==> src/rtl/if_id_skid_reg.sv <==
// IF/ID pipeline register with valid/ready handshake, 2-entry skid storage and synchronous flush.
// Latency 1 cycle; sustains 1 instr/cycle while decode keeps up.
// Backpressure: out_ready = ~skid_valid, so it comes from state only (no comb path from inp_ready).
//
// Ports:
//   inp_clk / inp_rst                         clock (rising edge), async active-high reset
//   inp_instruction, inp_address, inp_valid   fetch side; out_ready back to fetch
//   inp_flush                                 discard held and same-cycle incoming entries
//   out_instruction, out_address, out_valid   decode side; inp_ready from decode
//   out_stall_count, out_flush_count          only when IF_ID_PERF_CNT_EN is defined
//
// Optional feature macro: IF_ID_PERF_CNT_EN (saturating stall/flush perf counters).

module if_id_skid_reg #(
    parameter int unsigned        INSTR_W   = 16,
    parameter int unsigned        ADDR_W    = 16,
    parameter logic [INSTR_W-1:0] NOP_INSTR = '0,
    parameter int unsigned        CNT_W     = 16
) (
    input  logic               inp_clk,
    input  logic               inp_rst,
    input  logic [INSTR_W-1:0] inp_instruction,
    input  logic [ADDR_W-1:0]  inp_address,
    input  logic               inp_valid,
    output logic               out_ready,
    input  logic               inp_flush,
    output logic [INSTR_W-1:0] out_instruction,
    output logic [ADDR_W-1:0]  out_address,
    output logic               out_valid,
    input  logic               inp_ready
`ifdef IF_ID_PERF_CNT_EN
    ,
    output logic [CNT_W-1:0]   out_stall_count,
    output logic [CNT_W-1:0]   out_flush_count
`endif
);

    // Main entry drives the outputs directly; skid entry absorbs one extra
    // instruction accepted while decode is stalled.
    logic               main_vld_q, main_vld_d;
    logic [INSTR_W-1:0] main_instr_q, main_instr_d;
    logic [ADDR_W-1:0]  main_addr_q, main_addr_d;
    logic               skid_vld_q, skid_vld_d;
    logic [INSTR_W-1:0] skid_instr_q, skid_instr_d;
    logic [ADDR_W-1:0]  skid_addr_q, skid_addr_d;

    logic accept;
    logic drain;

    assign out_ready       = ~skid_vld_q;
    assign out_valid       = main_vld_q;
    assign out_instruction = main_instr_q;
    assign out_address     = main_addr_q;

    assign accept = inp_valid & ~skid_vld_q;
    assign drain  = main_vld_q & inp_ready;

    always_comb begin
        main_vld_d   = main_vld_q;
        main_instr_d = main_instr_q;
        main_addr_d  = main_addr_q;
        skid_vld_d   = skid_vld_q;
        skid_instr_d = skid_instr_q;
        skid_addr_d  = skid_addr_q;

        if (inp_flush) begin
            // Flush wins over everything, including a same-cycle accept.
            main_vld_d   = 1'b0;
            main_instr_d = NOP_INSTR;
            main_addr_d  = '0;
            skid_vld_d   = 1'b0;
            skid_instr_d = NOP_INSTR;
            skid_addr_d  = '0;
        end else if (!main_vld_q || drain) begin
            // Main slot frees up this edge. A full skid always refills it
            // first to keep order; accept cannot coincide with a full skid
            // because out_ready is low then.
            if (skid_vld_q) begin
                main_vld_d   = 1'b1;
                main_instr_d = skid_instr_q;
                main_addr_d  = skid_addr_q;
                skid_vld_d   = 1'b0;
                skid_instr_d = NOP_INSTR;
                skid_addr_d  = '0;
            end else if (accept) begin
                main_vld_d   = 1'b1;
                main_instr_d = inp_instruction;
                main_addr_d  = inp_address;
            end else begin
                // Empty main holds NOP/0 so decode never sees stale data.
                main_vld_d   = 1'b0;
                main_instr_d = NOP_INSTR;
                main_addr_d  = '0;
            end
        end else if (accept) begin
            // Main is held by a stalled decode: park the new instruction.
            skid_vld_d   = 1'b1;
            skid_instr_d = inp_instruction;
            skid_addr_d  = inp_address;
        end
    end

    always_ff @(posedge inp_clk or posedge inp_rst) begin
        if (inp_rst) begin
            main_vld_q   <= 1'b0;
            main_instr_q <= NOP_INSTR;
            main_addr_q  <= '0;
            skid_vld_q   <= 1'b0;
            skid_instr_q <= NOP_INSTR;
            skid_addr_q  <= '0;
        end else begin
            main_vld_q   <= main_vld_d;
            main_instr_q <= main_instr_d;
            main_addr_q  <= main_addr_d;
            skid_vld_q   <= skid_vld_d;
            skid_instr_q <= skid_instr_d;
            skid_addr_q  <= skid_addr_d;
        end
    end

`ifdef IF_ID_PERF_CNT_EN
    localparam logic [CNT_W-1:0] CNT_MAX = '1;

    logic [CNT_W-1:0] stall_cnt_q, stall_cnt_d;
    logic [CNT_W-1:0] flush_cnt_q, flush_cnt_d;

    always_comb begin
        stall_cnt_d = stall_cnt_q;
        flush_cnt_d = flush_cnt_q;
        if (main_vld_q && !inp_ready && stall_cnt_q != CNT_MAX) begin
            stall_cnt_d = stall_cnt_q + 1'b1;
        end
        // Only flushes that actually discard a held entry are counted.
        if (inp_flush && (main_vld_q || skid_vld_q) && flush_cnt_q != CNT_MAX) begin
            flush_cnt_d = flush_cnt_q + 1'b1;
        end
    end

    always_ff @(posedge inp_clk or posedge inp_rst) begin
        if (inp_rst) begin
            stall_cnt_q <= '0;
            flush_cnt_q <= '0;
        end else begin
            stall_cnt_q <= stall_cnt_d;
            flush_cnt_q <= flush_cnt_d;
        end
    end

    assign out_stall_count = stall_cnt_q;
    assign out_flush_count = flush_cnt_q;
`else
    // Keeps CNT_W referenced when the counters are compiled out.
    logic [CNT_W-1:0] unused_cnt_w;
    assign unused_cnt_w = '0;
`endif

endmodule

==> config.mk <==
export PLATFORM = sky130hd
export DESIGN_NAME = if_id_skid_reg
export DESIGN_NICKNAME = d
export VERILOG_FILES = /design/src/rtl/if_id_skid_reg.sv
export SDC_FILE = /design/constraint.sdc
export NUM_CORES = 1
export LEC_CHECK = 0
export BUFFER_PORTS_ARGS = -buffer_cell sky130_fd_sc_hd__buf_2
export CAP_MARGIN = 20
export CORE_MARGIN = 3
export CORE_UTILIZATION = 41
export CTS_BUF_LIST = sky130_fd_sc_hd__clkbuf_16
export DETAILED_ROUTE_END_ITERATION = 7
export PLACE_DENSITY = 0.69
export SKIP_LAST_GASP = 1
export SLEW_MARGIN = 20
export SYNTH_ARGS = -nofsm -noshare
export SYNTH_HDL_FRONTEND = slang
export SYNTH_SLANG_ARGS = --single-unit
==> constraint.sdc <==
create_clock -name inp_clk -period 2.1 [get_ports inp_clk]
set_clock_uncertainty 0.05 [all_clocks]
set_input_delay 0.105 -clock inp_clk [delete_from_list [all_inputs] [get_ports inp_clk]]
set_output_delay 0.105 -clock inp_clk [all_outputs]
set_load 0.01 [all_outputs]
; Yosys cells after proc, flatten, opt, wreduce, memory -nomap -nowiden
; Index checks and enable logic that the tools add are counted.
[totals]
input_bits = 37
output_inout_bits = 34
regBits = 66
[op_classes]
mux = 22
eq_ne = 1
n_reduce_logical = 5
n_bitwise = 3
[op_table]
columns = cell, n
row1 = 16-bit two-way mux, 15
row2 = 1-bit two-way mux, 7
row3 = 3-bit inequality test (second input constant), 1
row4 = 3-bit nonzero test, 1
row5 = 1-bit bitwise AND, 2
row6 = 2-bit AND reduction, 1
row7 = 2-bit nonzero test, 1
row8 = 1-bit logical NOT, 1
row9 = 1-bit logical OR, 1
row10 = 1-bit NOT, 1

; Depth between registers and ports, before layout
; Gate-level depths: netlist (run 1).
[logic_depth]
depth_word = 6
mapped_depth = 5
mapped_depth_nobuf = 3

; Least setup slack after synthesis (run 1)
; Ideal clock, no wire load.
[synth_timing]
path_type = register to register
start = reg main_vld_q (netlist: out_valid)
end = reg skid_addr_q[0]
t_arrival_ps = 1211
synth_period_minus_slack_ps = 1382
setup_time_ps = 121
slack_ps = 718
path_stages_with_launch = 6
required_time_ps = 1929
n_path_buf = 2
path_cell_list = dfrtp_1 -> and4bb_4 -> and2b_1 -> buf_2 -> buf_6 -> a22o_1
[synth_between]
elab_chain_len = 4
word_cells_on_any_way = 8
[synth_rtl]
columns = element, line
row1 = start: declaration, 40  ; logic main_vld_q, main_vld_d;
row2 = start signal: assignment, 112  ; main_vld_q <= main_vld_d;
row3 = 1-bit bitwise AND / 1-bit logical NOT (equally long branches), "56, 74"
row4 = 1-bit logical OR *, 74  ; end else if (!main_vld_q || drain) begin
row5 = 3-bit inequality test (no source line) (tied with other cells), --
row6 = 2-bit AND reduction (no source line) / 16-bit two-way mux (equally long branches), --
row7 = end signal: assignment, 117  ; skid_addr_q <= skid_addr_d;
row8 = end: declaration, 45  ; logic [ADDR_W-1:0] skid_addr_q, skid_addr_d;
; Every way passes the cells marked *; elsewhere a longest branch is shown, timed or not.
; A chain may end at the register's enable or synchronous reset.

; Worst setup path in the final report (run 1)
[layout_timing]
start = reg skid_vld_q
end = reg skid_addr_q[1]
[layout_between]
elab_chain_len = 4
word_cells_on_any_way = 5
[layout_rtl]
columns = element, line
row1 = start: declaration, 43  ; logic skid_vld_q, skid_vld_d;
row2 = start signal: assignment, 115  ; skid_vld_q <= skid_vld_d;
row3 = 1-bit NOT, 55  ; assign accept = inp_valid & ~skid_vld_q;
row4 = 1-bit bitwise AND, 55
row5 = 3-bit nonzero test (no source line), --
row6 = 2-bit AND reduction (no source line) *, --
; Marked as above.

==> results.json, run 1 <==
{
  "status": "finished, final reports clean",
  "setup_viol": 0,
  "cts-root-buf": "clkbuf_16",
  "yosys_register_bits": 66,
  "nets": 394,
  "grt_overflow": 0,
  "path_clk_slew_ps": 60,
  "cts.htree.levels": 3,
  "slew_viol_final": 0,
  "synth.cell_area_um2": 2850,
  "cts_tree": "yes",
  "grt_max_degree": 67,
  "die_y_um": 89.3,
  "avgSynthCellArea_um2": 11.0,
  "yosys.area.top_type": "dfrtp_1",
  "fin_setup_tns_ps": 0,
  "postLayoutCoreUtil_pct": 59.1,
  "max_slew_margin_pct": 56.9,
  "wl_mm": 6.98,
  "hpwlAfterDp_mm": 4.31,
  "hold-path-cell-count": 3,
  "row_count": 29,
  "ys.flop_type": "dfrtp_1",
  "ys_seq_area_share_pct": 58.0,
  "critical_path_arrival_ps": 1930,
  "ys_async_sr_fraction_pct": 100,
  "fin_crit_ps": 1720,
  "crit_type": "flip-flop to flip-flop",
  "synth_cell_type_count": 17,
  "netlist_top_cells_count": "a22o_1 (66), dfrtp_1 (66), nand2_1 (60), o21ai_0 (28), buf_2 (12)",
  "grt_use_total_pct": 19.3,
  "cp-endpoint": "skid_addr_q[1]",
  "netlist.area_leader.share_pct": 58.0,
  "diodes": 0,
  "wire_per_inst_um": 15.9,
  "yosysWarnings": 0,
  "antenna_found_initial": 0,
  "reg2reg_depth": 4,
  "p_leak_nw": 1.94,
  "ir_drop_mv": 0.501,
  "reg2reg_to": "skid_addr_q[1]",
  "ant_nets": 0,
  "power_density_nw_per_um2": 821,
  "drt-pass1-iter-count": 4,
  "finalHoldViolations": 0,
  "worst_pin_slew_ps": 645,
  "hp-class": "input pin to flip-flop",
  "dieArea_um2": 7980,
  "via_per_inst": 5.35,
  "io_pins": 71,
  "die_width_um": 89.3,
  "cts.path.max_buffers": 2,
  "cts_resized": 0,
  "synth_edf_count": 0,
  "clock_latency_ps": 320,
  "initial_core_util_pct": 43.6,
  "r2r_setup_slack_ps": 380,
  "maxCapViolCount": 0,
  "rsz0062_at_grt": "false",
  "gp_congestion": 0.736,
  "synthCells": 258,
  "syn_to_final_growth_pct": 35.8,
  "numPortBuffers": 70,
  "reg2reg_from": "skid_vld_q",
  "critPathLaunchType": "flip-flop",
  "fmax_mhz": 583,
  "postCtsSetupBuffers": 0,
  "numCtsBuffers": 9,
  "period_share_pct": 81.7,
  "startpoint": "skid_vld_q",
  "grt_pass1_vias": 2383,
  "clock-sinks": 66,
  "syn_nets": 295,
  "grt_pass1_wl_mm": 11.6,
  "post-route-drc-count": 0,
  "synth_area_leaders": "dfrtp_1 (58%), a22o_1 (20%), nand2_1 (7.9%)",
  "drive_above_1_share_pct": 27.9,
  "ctsHoldBuffers": 34,
  "drt_iter0_drc": 149,
  "fp.coreArea_um2": 6530,
  "crit_path_end_kind": "flip-flop",
  "vias": 2347,
  "critPathMaxFanout": 22,
  "worstPathRequired_ps": 2310
}
-- power by group --
group,switching (mW),leakage (nW),internal [mW],total [mW]
logic,0.168,0.892,0.147,0.316
registers,0.0252,0.901,1.32,1.34
clock network,0.587,0.143,0.929,1.52
-- cells in the final DEF, fill, tap and decap left out, types with 2 or more instances in the layout --
master | netlist | final
buf_4 | 0 | 7
dfrtp_1 | 66 | 65
buf_2 | 12 | 70
dlygate4sd3_1 | 0 | 34
clkbuf_16 | 0 | 9
a22o_1 | 66 | 66
o21ai_0 | 28 | 28
nand2_1 | 60 | 60
o21ai_1 | 2 | 2
inv_6 | 0 | 3
clkinvlp_4 | 0 | 2
-- registers in the layout, summed over array words and instances, names as in the netlist --
name	count
out_instruction	16
skid_vld_q	1
out_address	16
skid_instr_q	16
skid_addr_q	16
out_valid	1
-- critical path: stages, from the launching register on --
cell and delay, ps:
dfrtp_2 390, and4bb_4 320, and2b_1 360, buf_4 340, a22o_1 170
-- worst min-delay path by stage --
stage / endpoint / from
after floorplan: out_valid / inp_flush
after global placement: out_instruction[9] / inp_rst
after detailed placement: out_instruction[7] / inp_rst
after CTS: skid_vld_q / inp_ready
after global routing: skid_vld_q / inp_ready
final: skid_vld_q / inp_ready
-- cells by family after synthesis --
family	share of synthesized area, %
compound gates	26.5
buf+inv	5.54
flops	58.0
simple gates	9.94
-- layer usage --
layer,wire length (um),vias to the layer above,share of wire (%),track usage (%)
li1,-,1125,-,-
met1,3290,1141,47,26.0
met2,3200,71,46,30.1
met3,334,10,4.8,3.69
met4,163,0,2.3,8.93
met5,0,-,0,0
-- through the flow --
step | instances | hold WS (ps) | instance area [um^2] | worst slack, ps | power (mW)
floorplan | 258 | 118 | 2850 | 290 | 1.52
global placement | 389 | 90.7 | 3220 | 460 | 1.63
detailed placement | 389 | 100 | 3220 | 390 | 1.63
CTS | 439 | 108 | 3860 | 381 | 3.19
global route | 439 | 133 | 3860 | 266 | 3.29
finish | 439 | 117 | 3860 | 384 | 3.17
-- final cells by class --
type	count	area, um^2
Clock buffer	9	225
Sequential cell	66	1650
Inverter	2	7.51
Multi-Input combinational cell	166	1040
Fill cell	569	2670
Tap cell	77	96.3
Clock inverter	7	76.3
Timing Repair Buffer	112	763
Power figures use the tool's default switching activity.
==> inputs of run 2 (changes only) <==
- PLACE_DENSITY: 0.69 -> 0.72
- clock period: 2.1 -> 1.4 ns (I/O delays scaled with it)
==> run 2 against run 1 <==
Net effect: sequential power is 51% higher; routed wire length is 1.6% higher; worst setup slack worse by 380 ps; clock-buffer cell count stayed put; power is 60% higher; largest power group unchanged; maximum frequency is 23% higher; largest cell class unchanged.
==> results.json, run 2 (synthesized netlist as in run 1, its figures left out) <==
{
  "ant_nets": 0,
  "initial_core_util_pct": 43.6,
  "setup_viol": 0,
  "critical_path_arrival_ps": 1600,
  "slew_viol_final": 0,
  "status": "finished, final reports clean",
  "crit_path_end_kind": "flip-flop",
  "crit_type": "flip-flop to flip-flop",
  "path_clk_slew_ps": 60,
  "io_pins": 71,
  "critPathMaxFanout": 25,
  "cts.path.max_buffers": 2,
  "place_ws_ps": 6.23,
  "p_leak_nw": 2.02,
  "max_stage_delay_ps": 410,
  "max_slew_margin_pct": 76.9,
  "grt_pass1_wl_mm": 11.7,
  "cts_tree": "yes",
  "diodes": 0,
  "power_density_nw_per_um2": 1260,
  "finalHoldViolations": 0,
  "dieArea_um2": 7980,
  "r2r_setup_slack_ps": 7,
  "maxCapViolCount": 0,
  "cp_slowest_cell": "dfrtp_1",
  "vias": 2409,
  "rsz0062_at_grt": "true",
  "reg2reg_from": "out_valid",
  "grt_max_degree": 67,
  "via_per_inst": 5.40,
  "cts.htree.levels": 3,
  "drt-pass1-iter-count": 4,
  "whs_endpoint": "skid_vld_q",
  "drive_above_1_share_pct": 29.5,
  "antenna_found_initial": 0,
  "crit_buf_inv": 1,
  "reg2reg_to": "skid_instr_q[4]",
  "n_fill_cell": 541,
  "hp-class": "input pin to flip-flop",
  "post-route-drc-count": 0,
  "postLayoutCoreUtil_pct": 61.9,
  "grt_overflow": 0,
  "ir_drop_mv": 0.643,
  "row_count": 29,
  "clock-sinks": 66,
  "critPathLaunchType": "flip-flop",
  "total_power_mw": 5.08,
  "worst_pin_slew_ps": 347,
  "post-route-worst-setup-slack_ps": 6.54,
  "wire_per_inst_um": 15.9,
  "hold-path-cell-count": 3,
  "fp.coreArea_um2": 6530,
  "die_width_um": 89.3,
  "fin_crit_ps": 1390,
  "die_y_um": 89.3,
  "hpwlAfterDp_mm": 4.47,
  "whs_ps": 83.5,
  "layout.cells.most_common": "buf_2",
  "grt_pass1_vias": 2365,
  "crit_chain": "and4bb_4 -> a211oi_4 -> buf_12 -> a22o_1",
  "syn_to_final_growth_pct": 42.0,
  "fmax_mhz": 718,
  "startpoint": "out_valid",
  "cp_top_family": "compound AO/OA/AOI/OAI gates",
  "period_share_pct": 99.5,
  "grt_use_total_pct": 19.3,
  "drt_iter0_drc": 152,
  "nets": 401,
  "reg2reg_depth": 4,
  "wl_mm": 7.09,
  "worstPathRequired_ps": 1600,
  "gp_congestion": 0.716,
  "numCtsBuffers": 9,
  "cts-root-buf": "clkbuf_16",
  "clock_latency_ps": 320,
  "final_cell_mix": "buf_2 (70), a22o_1 (66), dfrtp_1 (65)",
  "numPortBuffers": 70,
  "hp-start": "inp_ready"
}
[run 2: cell types whose count changed in the layout (fill, tap and decap cells not counted)]
cell,change
buf_12,+6
inv_6,-3
bufinv_16,+2
clkinv_4,+2
and2b_1,-1
and2b_2,+1
buf_6,+1
clkinv_2,+1
clkinvlp_4,-1
inv_2,-1
[run 2: worst min-delay path: cells and delay by family]
kind	cells	cell delay (ps)
buffers and inverters	1	90
AND/OR/NAND/NOR	2	250
[run 2: metrics by stage]
step	cells	TNS (ps)	cell area, um^2
floorplan	258	0	2850
global placement	395	0	3340
CTS	445	0	4030
detailed placement	395	0	3340
global route	446	-981	4040
finish	446	0	4040
[run 2: report_power, final]
part / internal, mW / total (mW) / switching [mW]
logic: 0.251 / 0.508 / 0.257
clock network: 1.74 / 2.55 / 0.817
registers: 1.98 / 2.02 / 0.0396
[run 2: repair_timing]
action | CTS | global route
buffers inserted | 0 | 1
hold buffers | 34 | 0
resized for setup | 1 | 1
endpoints found under the hold margin | 100 | 0
endpoints found under the setup margin | 12 | 33
[run 2: layout make-up]
type | instances | area, um^2 | area share, %
clock buffer | 9 | 225 | 5.57
clock inverter | 7 | 118 | 2.91
inverter | 2 | 11.3 | 0.279
multi-input combinational | 166 | 1040 | 25.8
sequential | 66 | 1650 | 40.9
tap | 77 | 96.3 | 2.38
timing repair buffer | 119 | 895 | 22.1
[run 2: routing by layer]
metal  vias to the layer above  track usage, %  wire [um]
met5                         -               0          0
met4                         0            5.68         43
met3                         4            5.07        361
met2                        73            30.8       3550
met1                      1194            25.9       3140
li1                       1138               -          -
[run 2: how the worst max path moves through the flow]
stage                  endpoint  depth (start not counted)
2_1_floorplan    skid_addr_q[0]                          5
3_5_place_dp    skid_instr_q[5]                          4
3_3_place_gp     skid_addr_q[5]                          4
6_report        skid_instr_q[4]                          4
4_1_cts          skid_addr_q[5]                          4
5_1_grt        skid_instr_q[12]                          4
==> inputs of run 3 (changes only) <==
- SETUP_SLACK_MARGIN: default -> 0.1
==> run 3 against run 2 <==
Net effect: power decreased by 12%; register-to-register slack hardly changed; clock power is 23% lower; sequential share of layout area up 0.76 points; hold slack better by 25 ps; routed wire length up 1.9%; final cell count increased by 0.22%; critical endpoint is now skid_addr_q[14].
==> results.json, run 3 (synthesized netlist as in run 1, its figures left out) <==
{
  "critPathMaxFanout": 21,
  "period_share_pct": 99.2,
  "status": "finished, final reports clean",
  "postLayoutCellArea_um2": 3970,
  "hpwlAfterDp_mm": 4.41,
  "hp-start": "inp_ready",
  "fp.coreArea_um2": 6530,
  "worst_pin_slew_ps": 358,
  "multi_input_area_um2": 1040,
  "path_clk_slew_ps": 50,
  "wl_mm": 7.23,
  "io_pins": 71,
  "fin_crit_ps": 1390,
  "crit_type": "flip-flop to flip-flop",
  "seq_area_um2": 1650,
  "slew_viol_final": 0,
  "die_y_um": 89.3,
  "setup_viol": 0,
  "grt_overflow": 0,
  "hold-path-cell-count": 3,
  "post-route-drc-count": 0,
  "r2r_setup_slack_ps": 10,
  "maxCapViolCount": 0,
  "max_slew_margin_pct": 76.1,
  "rsz0062_at_grt": "true",
  "cp_slowest_cell": "dfrtp_2",
  "antenna_found_initial": 0,
  "diodes": 0,
  "reg2reg_depth": 4,
  "p_leak_nw": 1.98,
  "place_ws_ps": -5.30,
  "reg2reg_to": "skid_addr_q[14]",
  "nets": 402,
  "placed_area_um2": 3330,
  "met3_usage_pct": 3.78,
  "grt_pass1_vias": 2514,
  "layout.cells.most_common": "buf_2",
  "postCtsSetupBuffers": 0,
  "initial_core_util_pct": 43.6,
  "worstPathRequired_ps": 1550,
  "postLayoutCoreUtil_pct": 60.7,
  "n_fill_cell": 542,
  "syn_to_final_growth_pct": 39.4,
  "cts.htree.levels": 3,
  "final_cell_mix": "buf_2 (70), a22o_1 (66), dfrtp_1 (65)",
  "crit_chain": "and4bb_4 -> a211oi_4 -> buf_12 -> a22o_1",
  "wire_per_inst_um": 16.2,
  "grt_pass1_wl_mm": 12.1,
  "finalHoldViolations": 0,
  "via_per_inst": 5.29,
  "grt_use_total_pct": 19.8,
  "row_count": 29,
  "ant_nets": 0,
  "grtUsageMet1_pct": 26.4,
  "grt_util_met2_pct": 31.4,
  "post-route-worst-setup-slack_ps": 11.1,
  "drt-pass1-iter-count": 4,
  "max_stage_delay_ps": 430,
  "cts-root-buf": "clkbuf_16",
  "whs_endpoint": "skid_vld_q",
  "crit_path_end_kind": "flip-flop",
  "cts.path.max_buffers": 2,
  "top_usage_layer": "met2",
  "drive_above_1_share_pct": 29.2,
  "fmax_mhz": 720,
  "vias": 2364,
  "clock-sinks": 66,
  "ir_drop_mv": 0.614,
  "dieArea_um2": 7980,
  "grt_max_degree": 67,
  "power_density_nw_per_um2": 1130,
  "hp-class": "input pin to flip-flop",
  "gp_congestion": 0.745,
  "critPathLaunchType": "flip-flop",
  "cts_tree": "yes",
  "numCtsBuffers": 9,
  "drt_iter0_drc": 111,
  "critical_path_arrival_ps": 1540,
  "fin_setup_tns_ps": 0,
  "die_width_um": 89.3,
  "reg2reg_from": "skid_vld_q",
  "clock_latency_ps": 320,
  "numPortBuffers": 70
}
run 3: changes by cell type in the layout (fill, tap and decap cells not counted), sizes merged:
cell and delta:
clkinvlp +2, bufinv -3, buf +1, inv +1
run 3: worst max-delay path, delay by kind of cell (launching register included):
family	cells	cell delay [ps]
AOI/OAI and AO/OA	2	290
DFF	1	430
buffers and inverters	1	160
and+or+nand+nor	1	330
run 3: final cells by class:
type,instances,share of cell area [%]
timing repair buffer,120,22.7
sequential,66,41.7
multi-input combinational,166,26.3
clock buffer,9,5.68
tap,77,2.43
clock inverter,7,0.946
inverter,2,0.284
run 3: metrics by stage:
stage	std cells	hold slack [ps]	power, mW
global route	447	122	4.68
detailed placement	397	147	2.48
finish	447	108	4.49
floorplan	258	83.1	2.28
CTS	447	91.9	4.54
global placement	397	140	2.48
run 3: metal layers:
layer / routed length, um / part of all wire [%] / vias up
met4: 88 / 1.2 / 0
li1: - / - / 1140
met2: 3540 / 49 / 72
met1: 3260 / 45 / 1145
met5: 0 / 0 / -
met3: 343 / 4.7 / 7
run 3: timing repair:
| action | 4_1_cts | 5_1_grt |
|---|---|---|
| setup endpoints to repair | 36 | 65 |
| hold buffers | 34 | 0 |
| gates resized for setup | 4 | 4 |
| pin swaps | 0 | 1 |
| hold endpoints to repair | 100 | 0 |
run 3: worst max-delay path by stage:
| stage | startpoint | endpoint | slack [ps] |
|---|---|---|---|
| 2_1_floorplan | out_valid | skid_addr_q[0] | 20 |
| 3_3_place_gp | out_valid | skid_addr_q[4] | 50 |
| 3_5_place_dp | out_valid | skid_instr_q[14] | -5 |
| 4_1_cts | out_valid | skid_addr_q[14] | -10 |
| 5_1_grt | out_valid | skid_instr_q[2] | -50 |
| 6_report | skid_vld_q | skid_addr_q[14] | 10 |
run 3: where the power goes:
group / switching (mW) / internal (mW) / total [mW]
Clock: 0.789 / 1.17 / 1.96
Combinational: 0.260 / 0.253 / 0.513
Sequential: 0.0382 / 1.98 / 2.01
Total: 1.09 / 3.40 / 4.49
